File: src/rtl/irq_pkg.sv
// Shared constants, FSM state type and helpers for the interrupt request front end.
package irq_pkg;

    localparam int NUM_IRQ = 8;
    localparam int ID_W    = 3;

    localparam logic [NUM_IRQ-1:0] MASK_RST = 8'hFF;

    typedef enum logic [1:0] {
        IDLE,
        PRESENT,
        SERVICE
    } irq_state_t;

    function automatic logic [NUM_IRQ-1:0] id_onehot(input logic [ID_W-1:0] id);
        return NUM_IRQ'(1) << id;
    endfunction

endpackage

File: src/rtl/irq_edge_detect.sv
// Registered copy of the raw request lines plus per-channel set pulse generation.
module irq_edge_detect
    import irq_pkg::*;
#(
    parameter int EDGE_MODE = 1
) (
    input  logic               i_clk,
    input  logic               i_rst,
    input  logic [NUM_IRQ-1:0] i_req,
    output logic [NUM_IRQ-1:0] o_set
);

    logic [NUM_IRQ-1:0] r_req_q;
    logic [NUM_IRQ-1:0] w_rise;

    // r_req_q clears on reset so a line held high through reset reads as a fresh edge
    always_ff @(posedge i_clk) begin
        if (i_rst) begin
            r_req_q <= '0;
        end else begin
            r_req_q <= i_req;
        end
    end

    assign w_rise = i_req & ~r_req_q;
    assign o_set  = (EDGE_MODE != 0) ? w_rise : i_req;

endmodule

File: src/rtl/irq_request_latch.sv
// Eight-channel pending/mask latch with a present/ack/eoi handshake around an external priority encoder.
module irq_request_latch
    import irq_pkg::*;
#(
    parameter int EDGE_MODE = 1
) (
    input  logic               clk,
    input  logic               rst,
    input  logic [NUM_IRQ-1:0] req,
    input  logic               mask_wr,
    input  logic [NUM_IRQ-1:0] mask_data,
    output logic [NUM_IRQ-1:0] enc_d,
    input  logic [ID_W-1:0]    enc_y,
    input  logic               enc_valid,
    output logic               irq,
    output logic [ID_W-1:0]    irq_id,
    input  logic               ack,
    input  logic               eoi,
    output logic               busy
);

    logic [NUM_IRQ-1:0] w_set;
    logic [NUM_IRQ-1:0] w_clr;
    logic [NUM_IRQ-1:0] r_pending;
    logic [NUM_IRQ-1:0] r_mask;
    logic [ID_W-1:0]    r_irq_id;
    irq_state_t         r_state;
    irq_state_t         w_state_nxt;

    irq_edge_detect #(
        .EDGE_MODE (EDGE_MODE)
    ) u_edge (
        .i_clk (clk),
        .i_rst (rst),
        .i_req (req),
        .o_set (w_set)
    );

    // set has priority over clr so an edge landing on the acked channel survives
    always_ff @(posedge clk) begin
        if (rst) begin
            r_pending <= '0;
            r_mask    <= MASK_RST;
        end else begin
            r_pending <= (r_pending & ~w_clr) | w_set;
            if (mask_wr) begin
                r_mask <= mask_data;
            end
        end
    end

    // Driven from registers only, which keeps the encoder loop free of combinational paths
    assign enc_d = r_pending & r_mask;

    always_ff @(posedge clk) begin
        if (rst) begin
            r_state  <= IDLE;
            r_irq_id <= '0;
        end else begin
            r_state <= w_state_nxt;
            if (r_state == IDLE && enc_valid) begin
                r_irq_id <= enc_y;
            end
        end
    end

    always_comb begin
        w_state_nxt = r_state;
        case (r_state)
            IDLE:    if (enc_valid) w_state_nxt = PRESENT;
            PRESENT: if (ack)       w_state_nxt = SERVICE;
            SERVICE: if (eoi)       w_state_nxt = IDLE;
            default:                w_state_nxt = IDLE;
        endcase
    end

    always_comb begin
        irq   = 1'b0;
        busy  = 1'b0;
        w_clr = '0;
        case (r_state)
            PRESENT: begin
                irq = 1'b1;
                if (ack) begin
                    w_clr = id_onehot(r_irq_id);
                end
            end
            SERVICE: busy = 1'b1;
            default: ;
        endcase
    end

    assign irq_id = r_irq_id;

endmodule

File: config.mk
export PLATFORM = sky130hd
export DESIGN_NAME = irq_request_latch
export DESIGN_NICKNAME = d
export VERILOG_FILES = /design/src/rtl/irq_pkg.sv /design/src/rtl/irq_edge_detect.sv /design/src/rtl/irq_request_latch.sv
export SDC_FILE = /design/constraint.sdc
export NUM_CORES = 1
export LEC_CHECK = 0
export BUFFER_PORTS_ARGS = -buffer_cell sky130_fd_sc_hd__buf_2
export CAP_MARGIN = 15
export CELL_PAD_IN_SITES_DETAIL_PLACEMENT = 1
export CELL_PAD_IN_SITES_GLOBAL_PLACEMENT = 1
export CORE_UTILIZATION = 36
export CTS_CLUSTER_DIAMETER = 100
export CTS_CLUSTER_SIZE = 14
export DETAILED_ROUTE_END_ITERATION = 12
export PLACE_DENSITY_LB_ADDON = 0.3
export SYNTH_ARGS = -nofsm -noshare
export SYNTH_HDL_FRONTEND = slang
export SYNTH_SLANG_ARGS = --single-unit
File: constraint.sdc
create_clock -name clk -period 1.2 [get_ports clk]
set_input_delay 0.06 -clock clk [delete_from_list [all_inputs] [get_ports clk]]
set_output_delay 0.06 -clock clk [all_outputs]
set_load 0.1 [all_outputs]
==> impl_results.md, run 1 <==
- Total clock sinks: 29
- Max Clock Skew: between 0.005 and 0.006 ns
- Router iterations before antenna repair: 8
- Worst Path Max Fanout: 5
- Highest clock rate: around 830 MHz
- Number of buffers created by CTS: 5
- Share of the clock period used by the worst path: 101%
- Horizontal die dimension: 57.7 µm
- Worst path arrival time: between 1 and 1.5 ns
- Setup crit end kind: output pin
- Clock network latency to the later pin of the worst-skew pair: approximately 0.33 ns
- Largest voltage drop on the vdd net: about 840 µV
- Clock-pin transition on the worst setup and hold timing paths: roughly 0.09 ns
- Starting Density: 39.1%
- Share of post-route cells with drive strength above 1: between 30% and 40%
- Vias per std cell: 4.90
- Average cell area after synthesis: 10.2 µm²
- Violations in the final reports: DRC, setup timing
- Dominant combinational cell family by area after synthesis: simple AND/OR/NAND/NOR gates
- Design Power: between 2000 and 3000 µW
- Result of the run: finished with violations
- Worst slack on hold paths: 0.00371 ns
- Multiplexer share of the synthesized area: between 3 and 4%
- Number of rows created at floorplan: 19
- Post-DR wirelength/cell: around 15 µm
- Synth Area in Compound Gates: between 15 and 20%
- Worst Tran Pin Value: about 0.53 ns
- Post-route setup slack: -0.00721 ns
- Lkg Pwr: just under 0.0008 µW
- Max H-tree Level: 2
- Total GRT Usage: 21.0%
- Remaining antenna violation count after routing: 0
- Total Routed Length: between 3000 and 4000 µm
- Count of inserted antenna diode cells: 0
- Signed area change from the synthesized netlist to the final layout: 58.6%
- Setup repair after global routing missed its margin: true
- Pin count of the biggest net entering global routing: 30
- Net count of the mapped netlist: approximately 130
- Slew headroom: approximately 65%
- Die Y-Extent: 57.7 µm
- Synth Area in XOR/XNOR: 0%
- PortBufs: 37
- Post-route non-filler standard cell count: 200
- Synth Area in Adders: 0%
- Placer's final routability congestion estimate: ~0.64
- Vias in the first global route: 1,094
- Power density over the cells: between 1000 and 1500 nW/µm²
- Number of vias in the routed layout: a little under 1,000
- Multi-input gate area in the final layout: 488 µm²
- Initial antenna violation count: 0
- Critical path start-end classification: reg2out
- Shortest clock period the worst path allows after layout: 1.21 ns
- I/O Pins: 38
- Fin nets: 193
- Detailed router's first-iteration violation count: 22
- Synth Cell Area: around 1100 µm²
- First-pass GRT wire length: 5150 µm
- Max-capacitance violation count: 0
- Fraction of the yosys area taken by sequential cells: between 50% and 60%
- Area taken by flip-flops and latches: between 500 and 600 µm²
- Setup violators final: 1
- Simple-gate portion of the synthesized area: 22.7%
- Count of fill cells added during filler insertion: about 300
- Post-place setup slack: 0.0415 ns
- Total gr overflow: 0
- Instance count of the mapped netlist: roughly 110
- Buffers from clock root to sink, at most: 2
- DR DRC count: 3
- Buffer type at the clock tree root: sky130_fd_sc_hd__clkbuf_4
- CTS tree: yes
- Placed instance count: 173
- Number of distinct library cells after synthesis: 19
- Hold violation count in the final report: 0
- Launching element type of the critical path: register
- Core region area: about 2900 µm²
- Warning count from the yosys run: 0
- Worst hold path type: in2reg
- Critical path required time: about 1.1 ns
- Yosys reg bits: 29
- Final HPWL from detailed placement: approximately 1800 µm
- Die footprint: roughly 3300 µm²
- Final number of max-transition violations: 0
-- Yosys cell counts (all sizes together) --
library cell	instances	area (µm²)
and4bb	1	16.3
a31oi	2	12.5
a22o	8	70.1
nand2b	1	6.26
buf	4	20.0
a21oi	7	35.0
a211o	8	70.1
and4b	1	13.8
nor3	1	5.00
and2b	2	17.5
mux2i	4	40.0
and2	8	50.1
dfxtp	29	581
nand2	1	3.75
nor2b	18	113
inv	9	33.8
nor3b	1	12.5
nor2	4	15.0
-- what timing repair did --
| action | in CTS | in global routing |
|---|---|---|
| buffers inserted | 2 | 0 |
| hold endpoints to repair | 17 | 0 |
| hold buffers | 17 | 0 |
| cloned | 0 | 0 |
| gates resized for setup | 6 | 2 |
| setup endpoints to repair | 6 | 9 |
-- report_power, final --
| group | switching (µW) | total [µW] | internal (µW) | leakage (µW) |
|---|---|---|---|---|
| clock network | 351 | 765 | 414 | 0.0000437 |
| logic | 408 | 691 | 283 | 0.000492 |
| registers | 43.1 | 1070 | 1030 | 0.000245 |
| total | 803 | 2530 | 1730 | 0.000780 |
-- state kept, by name (all words and copies together), names as in the netlist --
register	flops
r_pending	8
irq_id	3
u_edge.r_req_q	8
r_mask	8
r_state	2
-- logic make-up after synthesis --
family,after synthesis
simple gates,38
buf+inv,13
compound gates,25
mux,4
flops,29
-- metrics by stage --
step | utilization, % | instance area (µm²) | setup TNS, ns
4_1_cts | 61.7 | 1760 | -0.0154
2_1_floorplan | - | 1130 | 0
6_report | 62.0 | 1770 | -0.00721
3_5_place_dp | 51.9 | 1480 | 0
3_3_place_gp | 51.9 | 1480 | 0
5_1_grt | 62.0 | 1770 | -0.152
-- critical path, cell delays in order (launching register included) --
cell and delay, ns:
sky130_fd_sc_hd__dfxtp_4 0.38, sky130_fd_sc_hd__and2b_4 0.27, sky130_fd_sc_hd__buf_12 0.17
-- routing by layer --
layer | wire length [µm] | GRT usage [%]
met3 | 121 | 6.03
met2 | 1610 | 39.2
met5 | 0 | 0
met4 | 28 | 6.12
met1 | 1280 | 22.9
-- cell usage in the layout (no fill, tap or decap), types with 2 or more instances in the layout --
cell,n
sky130_fd_sc_hd__a211o_1,8
sky130_fd_sc_hd__buf_12,10
sky130_fd_sc_hd__nor2b_1,18
sky130_fd_sc_hd__inv_1,9
sky130_fd_sc_hd__buf_2,24
sky130_fd_sc_hd__buf_4,4
sky130_fd_sc_hd__nor2_1,4
sky130_fd_sc_hd__dfxtp_4,5
sky130_fd_sc_hd__a22o_1,8
sky130_fd_sc_hd__dlygate4sd3_1,17
sky130_fd_sc_hd__dfxtp_1,24
sky130_fd_sc_hd__and2_1,8
sky130_fd_sc_hd__a31oi_1,2
sky130_fd_sc_hd__clkbuf_4,6
sky130_fd_sc_hd__a21oi_1,7
sky130_fd_sc_hd__mux2i_1,4
-- layout make-up --
type / count / share of cell area, %
timing repair buffer: 56 / 29.9
clock buffer: 8 / 4.53
multi-input combinational: 67 / 27.6
inverter: 9 / 1.91
tap: 31 / 2.19
sequential: 29 / 33.9
-- worst paths after layout --
check	from	end	slack (ns)	depth (start not counted)
max reg2reg	r_state[0]	r_pending[7]	0.01	4
min reg2reg	r_pending[7]	r_pending[7]	0.48	1
min	eoi	r_state[1]	0.004	3
max	r_state[0]	busy	-0.007	2
Note: power is estimated with default switching activity, not from simulation.
==> run 2, diff against run 1 <==
- CORE_UTILIZATION: 36 -> 32
- clock period: 1.2 -> 1.05 ns (I/O delays scaled with it)
==> impl_results.md, run 2 (synthesis gave the netlist of run 1 again) <==
- Result of the run: finished with violations (unchanged)
- Violations in the final reports: setup timing (was DRC, setup timing)
- Placer's final routability congestion estimate: 0.689 (was 0.641)
- Highest clock rate: a little under 800 MHz
- Buffer type at the clock tree root: sky130_fd_sc_hd__clkbuf_4 (unchanged)
- Fin nets: 203 (was 193)
- First-pass GRT wire length: 4820 µm (was 5150 µm)
- Max Clock Skew: 0.00704 ns (was 0.00578 ns)
- Pin count of the biggest net entering global routing: 26 (was 30)
- Clock network latency to the later pin of the worst-skew pair: 0.32 ns (was 0.33 ns)
- Die Y-Extent: 61.0 µm (was 57.7 µm)
- Initial antenna violation count: 0 (unchanged)
- Most frequent cells in the layout: sky130_fd_sc_hd__buf_2, sky130_fd_sc_hd__nor2b_1, sky130_fd_sc_hd__dlygate4sd3_1, sky130_fd_sc_hd__dfxtp_2, sky130_fd_sc_hd__buf_12 (was sky130_fd_sc_hd__buf_2, sky130_fd_sc_hd__dfxtp_1, sky130_fd_sc_hd__nor2b_1, sky130_fd_sc_hd__dlygate4sd3_1, sky130_fd_sc_hd__buf_12)
- Router iterations before antenna repair: 3 (was 8)
- Setup violators final: 14 (was 1)
- Shortest clock period the worst path allows after layout: 1.27 ns
- Share of the clock period used by the worst path: 121%
- Placed instance count: 194 (was 173)
- DR DRC count: 0 (was 3)
- Launching element type of the critical path: register (unchanged)
- Buffers from clock root to sink, at most: 2 (unchanged)
- Power density over the cells: 1420 nW/µm² (was 1430 nW/µm²)
- Remaining antenna violation count after routing: 0 (unchanged)
- Count of inserted antenna diode cells: 0 (unchanged)
- Setup crit end kind: output pin (unchanged)
- Critical path start-end classification: reg2out (unchanged)
- Post-route non-filler standard cell count: 225 (was 200)
- I/O Pins: 38 (unchanged)
- Post-route setup slack: -0.225 ns (was -0.00721 ns)
- Count of fill cells added during filler insertion: 368 (was 307)
- Worst path arrival time: 1.22 ns (was 1.15 ns)
- Total Routed Length: 3060 µm (was 3040 µm)
- Largest regs: r_mask (8), r_pending (8), u_edge.r_req_q (8) (unchanged)
- Worst hold path type: in2reg (unchanged)
- Design Power: 2770 µW (was 2530 µW)
- Worst Tran Pin Value: 0.539 ns (was 0.528 ns)
- Total GRT Usage: 18.1% (was 21.0%)
- Setup repair after global routing missed its margin: true (unchanged)
- Starting Density: 33.4% (was 39.1%)
- Number of buffers created by CTS: 5 (unchanged)
- Horizontal die dimension: 61.0 µm (was 57.7 µm)
- Signed area change from the synthesized netlist to the final layout: 74.6% (was 58.6%)
- PortBufs: 37 (unchanged)
- Post-DR wirelength/cell: 13.6 µm (was 15.2 µm)
- Clock-pin transition on the worst setup and hold timing paths: 0.09 ns (about the same)
- Worst Path Max Fanout: 4 (was 5)
- Final number of max-transition violations: 0 (unchanged)
- Hold violation count in the final report: 0 (unchanged)
- Slew headroom: 64.1% (was 64.8%)
- Final HPWL from detailed placement: 2070 µm (was 1800 µm)
- Total gr overflow: 0 (unchanged)
- Multi-input gate area in the final layout: 532 µm² (was 488 µm²)
- Area taken by flip-flops and latches: 612 µm² (was 599 µm²)
- Number of vias in the routed layout: 1,028 (was 980)
- Lkg Pwr: 0.000844 µW (was 0.000780 µW)
- Most frequent standard cell in the layout excluding fill and tap cells: sky130_fd_sc_hd__buf_2
- Total clock sinks: 29 (unchanged)
- Max-capacitance violation count: 0 (unchanged)
- Max H-tree Level: 2 (unchanged)
- Core region area: 3340 µm² (was 2850 µm²)
- Vias in the first global route: 1,072 (was 1,094)
- Critical path required time: 1.00 ns (was 1.14 ns)
- CTS tree: yes (unchanged)
- Number of rows created at floorplan: 21 (was 19)
- Vias per std cell: 4.57 (was 4.90)
- Detailed router's first-iteration violation count: 22 (unchanged)
- Share of post-route cells with drive strength above 1: 52.0% (was 33.1%)
- Die footprint: 3720 µm² (was 3320 µm²)
- Largest voltage drop on the vdd net: 906 µV (was 836 µV)
run 2: cell types whose count changed in the layout (fill, tap and decap cells not counted), moves of 6 or more:
cell	delta
sky130_fd_sc_hd__buf_6	+6
sky130_fd_sc_hd__dfxtp_1	-14
sky130_fd_sc_hd__a21oi_2	+6
sky130_fd_sc_hd__and2_1	-8
sky130_fd_sc_hd__and2_4	+8
sky130_fd_sc_hd__a21oi_1	-6
sky130_fd_sc_hd__dfxtp_2	+16
run 2: area by class of cell:
cell class / instances / share of cell area, %
Clock buffer: 8 / 2.51
Sequential cell: 29 / 31.4
Multi-Input combinational cell: 67 / 27.3
Inverter: 9 / 1.74
Tap cell: 46 / 2.96
Timing Repair Buffer: 66 / 34.1
run 2: final timing paths:
check	startpoint	depth (start not counted)	slack [ns]	to
worst max-delay path	r_state[1]	3	-0.22	irq
worst min-delay path	req[4]	2	0.01	u_edge.r_req_q[4]
worst max register to register	r_state[0]	4	-0.16	irq_id[2]
worst min register to register	r_pending[4]	1	0.47	r_pending[4]
run 2: critical path: stages, from the launching register on:
cell and delay, ns:
sky130_fd_sc_hd__dfxtp_2 0.35, sky130_fd_sc_hd__buf_6 0.12, sky130_fd_sc_hd__and2b_4 0.26, sky130_fd_sc_hd__buf_12 0.17
run 2: what timing repair did:
item / CTS / global route
pin swaps: 3 / 11
hold buffers: 16 / 1
setup buffers: 2 / 4
setup endpoints to repair: 23 / 24
endpoints found under the hold margin: 15 / 1
gates resized for setup: 22 / 11
cloned: 0 / 0
run 2: power breakdown:
| part | switching (µW) | internal [µW] |
|---|---|---|
| Combinational | 491 | 408 |
| Clock | 370 | 267 |
| Sequential | 47.5 | 1190 |
run 2: metal layers:
metal  routed length [µm]  track usage, %
met2                 1650            32.5
met3                  113            4.62
met4                   54            7.79
met5                    0               0
met1                 1240            20.3
run 2: stage by stage:
step	cell area [µm²]	setup slack, ns	util, %	hold slack (ns)	TNS (ns)
final	1950	-0.225	58.3	0.00998	-1.36
after global routing	1950	-0.261	58.3	0.00348	-2.04
after CTS	1880	-0.240	56.3	0.000839	-1.36
after detailed placement	1610	-0.0680	48.3	0.271	-0.279
after global placement	1610	-0.00773	48.3	0.258	-0.0153
after floorplan	1150	-0.135	-	0.136	-0.819
==> run 3, diff against run 2 <==
- CORE_ASPECT_RATIO: default -> 0.8
- TNS_END_PERCENT: default -> 50
==> impl_results.md, run 3 (synthesis gave the netlist of run 1 again) <==
- Total GRT Usage: 17.4% (was 18.1%)
- Post-DR wirelength/cell: 13.6 µm (about the same)
- Clock network latency to the later pin of the worst-skew pair: 0.28 ns (was 0.32 ns)
- Setup TNS: -1.20 ns (was -1.36 ns)
- Hold violation count in the final report: 0 (unchanged)
- Horizontal die dimension: 68.0 µm (was 61.0 µm)
- Reg-to-reg setup timing slack: -0.11 ns (was -0.16 ns)
- Area after DPL: 1580 µm² (was 1610 µm²)
- Max-capacitance violation count: 0 (unchanged)
- CTS tree: yes (unchanged)
- Number of buffers created by CTS: 5 (unchanged)
- Clock-pin transition on the worst setup and hold timing paths: 0.06 ns (was 0.09 ns)
- GR met2 Demand/Resource: 29.9% (was 32.5%)
- Cell class contributing the biggest share of worst-path delay: flip-flops (unchanged)
- Placed instance count: 186 (was 194)
- Total gr overflow: 0 (unchanged)
- Critical path buffer and inverter count: 2 (unchanged)
- Worst Path Max Fanout: 4 (unchanged)
- Final number of max-transition violations: 0 (unchanged)
- Setup repair after global routing missed its margin: true (unchanged)
- Slew headroom: 60.1% (was 64.1%)
- Pin count of the biggest net entering global routing: 30 (was 26)
- Placer's final routability congestion estimate: 0.672 (was 0.689)
- Die footprint: 3730 µm² (was 3720 µm²)
- Buffers from clock root to sink, at most: 2 (unchanged)
- PortBufs: 37 (unchanged)
- Total clock sinks: 29 (unchanged)
- Max stage delay on crit path: 0.35 ns (about the same)
- Remaining antenna violation count after routing: 0 (unchanged)
- Vias per std cell: 4.65 (was 4.57)
- Largest voltage drop on the vdd net: 1380 µV (was 906 µV)
- Final HPWL from detailed placement: 1860 µm (was 2070 µm)
- Buffer type at the clock tree root: sky130_fd_sc_hd__clkbuf_8 (was sky130_fd_sc_hd__clkbuf_4)
- Critical path required time: 1.00 ns (about the same)
- DR DRC count: 0 (unchanged)
- Die Y-Extent: 54.8 µm (was 61.0 µm)
- Shortest clock period the worst path allows after layout: 1.22 ns (was 1.27 ns)
- Launching element type of the critical path: register (unchanged)
- Post-route non-filler standard cell count: 205 (was 225)
- CP Cell Sequence: buf_6 > and2b_4 > buf_12 (unchanged)
- Met3 usage in global routing: 8.13% (was 4.62%)
- Max H-tree Level: 2 (unchanged)
- Largest regs: r_mask (8), r_pending (8), u_edge.r_req_q (8) (unchanged)
- Worst hold path type: in2reg (unchanged)
- Global-route track usage on met1: 19.6% (was 20.3%)
- Number of vias in the routed layout: 954 (was 1,028)
- Core region area: 3200 µm² (was 3340 µm²)
- Signed area change from the synthesized netlist to the final layout: 64.5% (was 74.6%)
- Post-route setup slack: -0.172 ns (was -0.225 ns)
- Layer carrying the most global-route usage: met2 (unchanged)
- Router iterations before antenna repair: 3 (unchanged)
- Max Clock Skew: 0.00228 ns (was 0.00704 ns)
- Post-route core utilization: 57.4% (was 58.3%)
- Worst Tran Pin Value: 0.598 ns (was 0.539 ns)
- Setup crit end kind: output pin (unchanged)
- Vias in the first global route: 978 (was 1,072)
- Most frequent cells in the layout: sky130_fd_sc_hd__buf_2, sky130_fd_sc_hd__dfxtp_1, sky130_fd_sc_hd__nor2b_1, sky130_fd_sc_hd__buf_12, sky130_fd_sc_hd__inv_1 (was sky130_fd_sc_hd__buf_2, sky130_fd_sc_hd__nor2b_1, sky130_fd_sc_hd__dlygate4sd3_1, sky130_fd_sc_hd__dfxtp_2, sky130_fd_sc_hd__buf_12)
- First-pass GRT wire length: 4490 µm (was 4820 µm)
- Design Power: 2980 µW (was 2770 µW)
- Fin nets: 190 (was 203)
- Share of post-route cells with drive strength above 1: 46.1% (was 52.0%)
- Power density over the cells: 1630 nW/µm² (was 1420 nW/µm²)
- Initial antenna violation count: 0 (unchanged)
- Critical-path cell with the highest stage delay: sky130_fd_sc_hd__dfxtp_4 (was sky130_fd_sc_hd__dfxtp_2)
- Result of the run: finished with violations (unchanged)
- Detailed router's first-iteration violation count: 19 (was 22)
- Number of rows created at floorplan: 18 (was 21)
- Final cell area excluding filler cells: 1830 µm² (was 1950 µm²)
- Setup violators final: 14 (unchanged)
- Worst path arrival time: 1.17 ns (was 1.22 ns)
- Share of the clock period used by the worst path: 116% (was 121%)
- I/O Pins: 38 (unchanged)
- Highest clock rate: 819 MHz (was 784 MHz)
- Violations in the final reports: setup timing (unchanged)
- Count of inserted antenna diode cells: 0 (unchanged)
- Critical path start-end classification: reg2out (unchanged)
- Starting Density: 34.9% (was 33.4%)
- Lkg Pwr: 0.000802 µW (was 0.000844 µW)
- Total Routed Length: 2780 µm (was 3060 µm)
==> run 3: stage by stage <==
step	hold WS, ns	setup slack, ns
floorplan	0.136	-0.135
global placement	0.259	-0.0401
detailed placement	0.267	-0.0414
CTS	0.00612	-0.165
global route	0.00889	-0.201
finish	0.00698	-0.172
==> run 3: final cells by class <==
class	instances	area, µm²
clock buffer	7	86.3
fill	352	1360
inverter	9	33.8
multi-input combinational	67	538
sequential	29	597
tap	40	50.0
timing repair buffer	53	529
==> run 3: final timing paths <==
check | depth (start not counted) | endpoint | from
setup / recovery | 3 | irq | r_state[1]
hold / removal | 2 | r_mask[1] | mask_data[1]
setup reg to reg | 4 | irq_id[1] | r_state[1]
hold reg to reg | 1 | r_pending[1] | r_pending[1]
==> run 3: per-layer routing <==
layer,up-vias,part of all wire [%]
li1,482,-
met1,440,43
met2,28,50
met3,4,6.7
met4,0,0.86
met5,-,0
==> run 3: worst reg2reg max path, delay by kind of cell (launching register included) <==
kind          cells  cell delay (ns)
mux               1             0.23
simple gates      2             0.30
buf+inv           1             0.14
flops             1             0.35
==> run 3: what timing repair did <==
action                     in CTS  in global routing
hold buffers                    7                  0
gates resized for setup         2                 15
buffers inserted                2                  3
pin swaps                       4                  3
hold endpoints to repair        7                  0
setup endpoints to repair      13                 21
==> run 3: where the power goes <==
| group | total (µW) | internal [µW] | switching (µW) |
|---|---|---|---|
| clock | 910 | 518 | 392 |
| combinational | 848 | 370 | 477 |
| sequential | 1230 | 1180 | 47.0 |
| total | 2980 | 2070 | 916 |
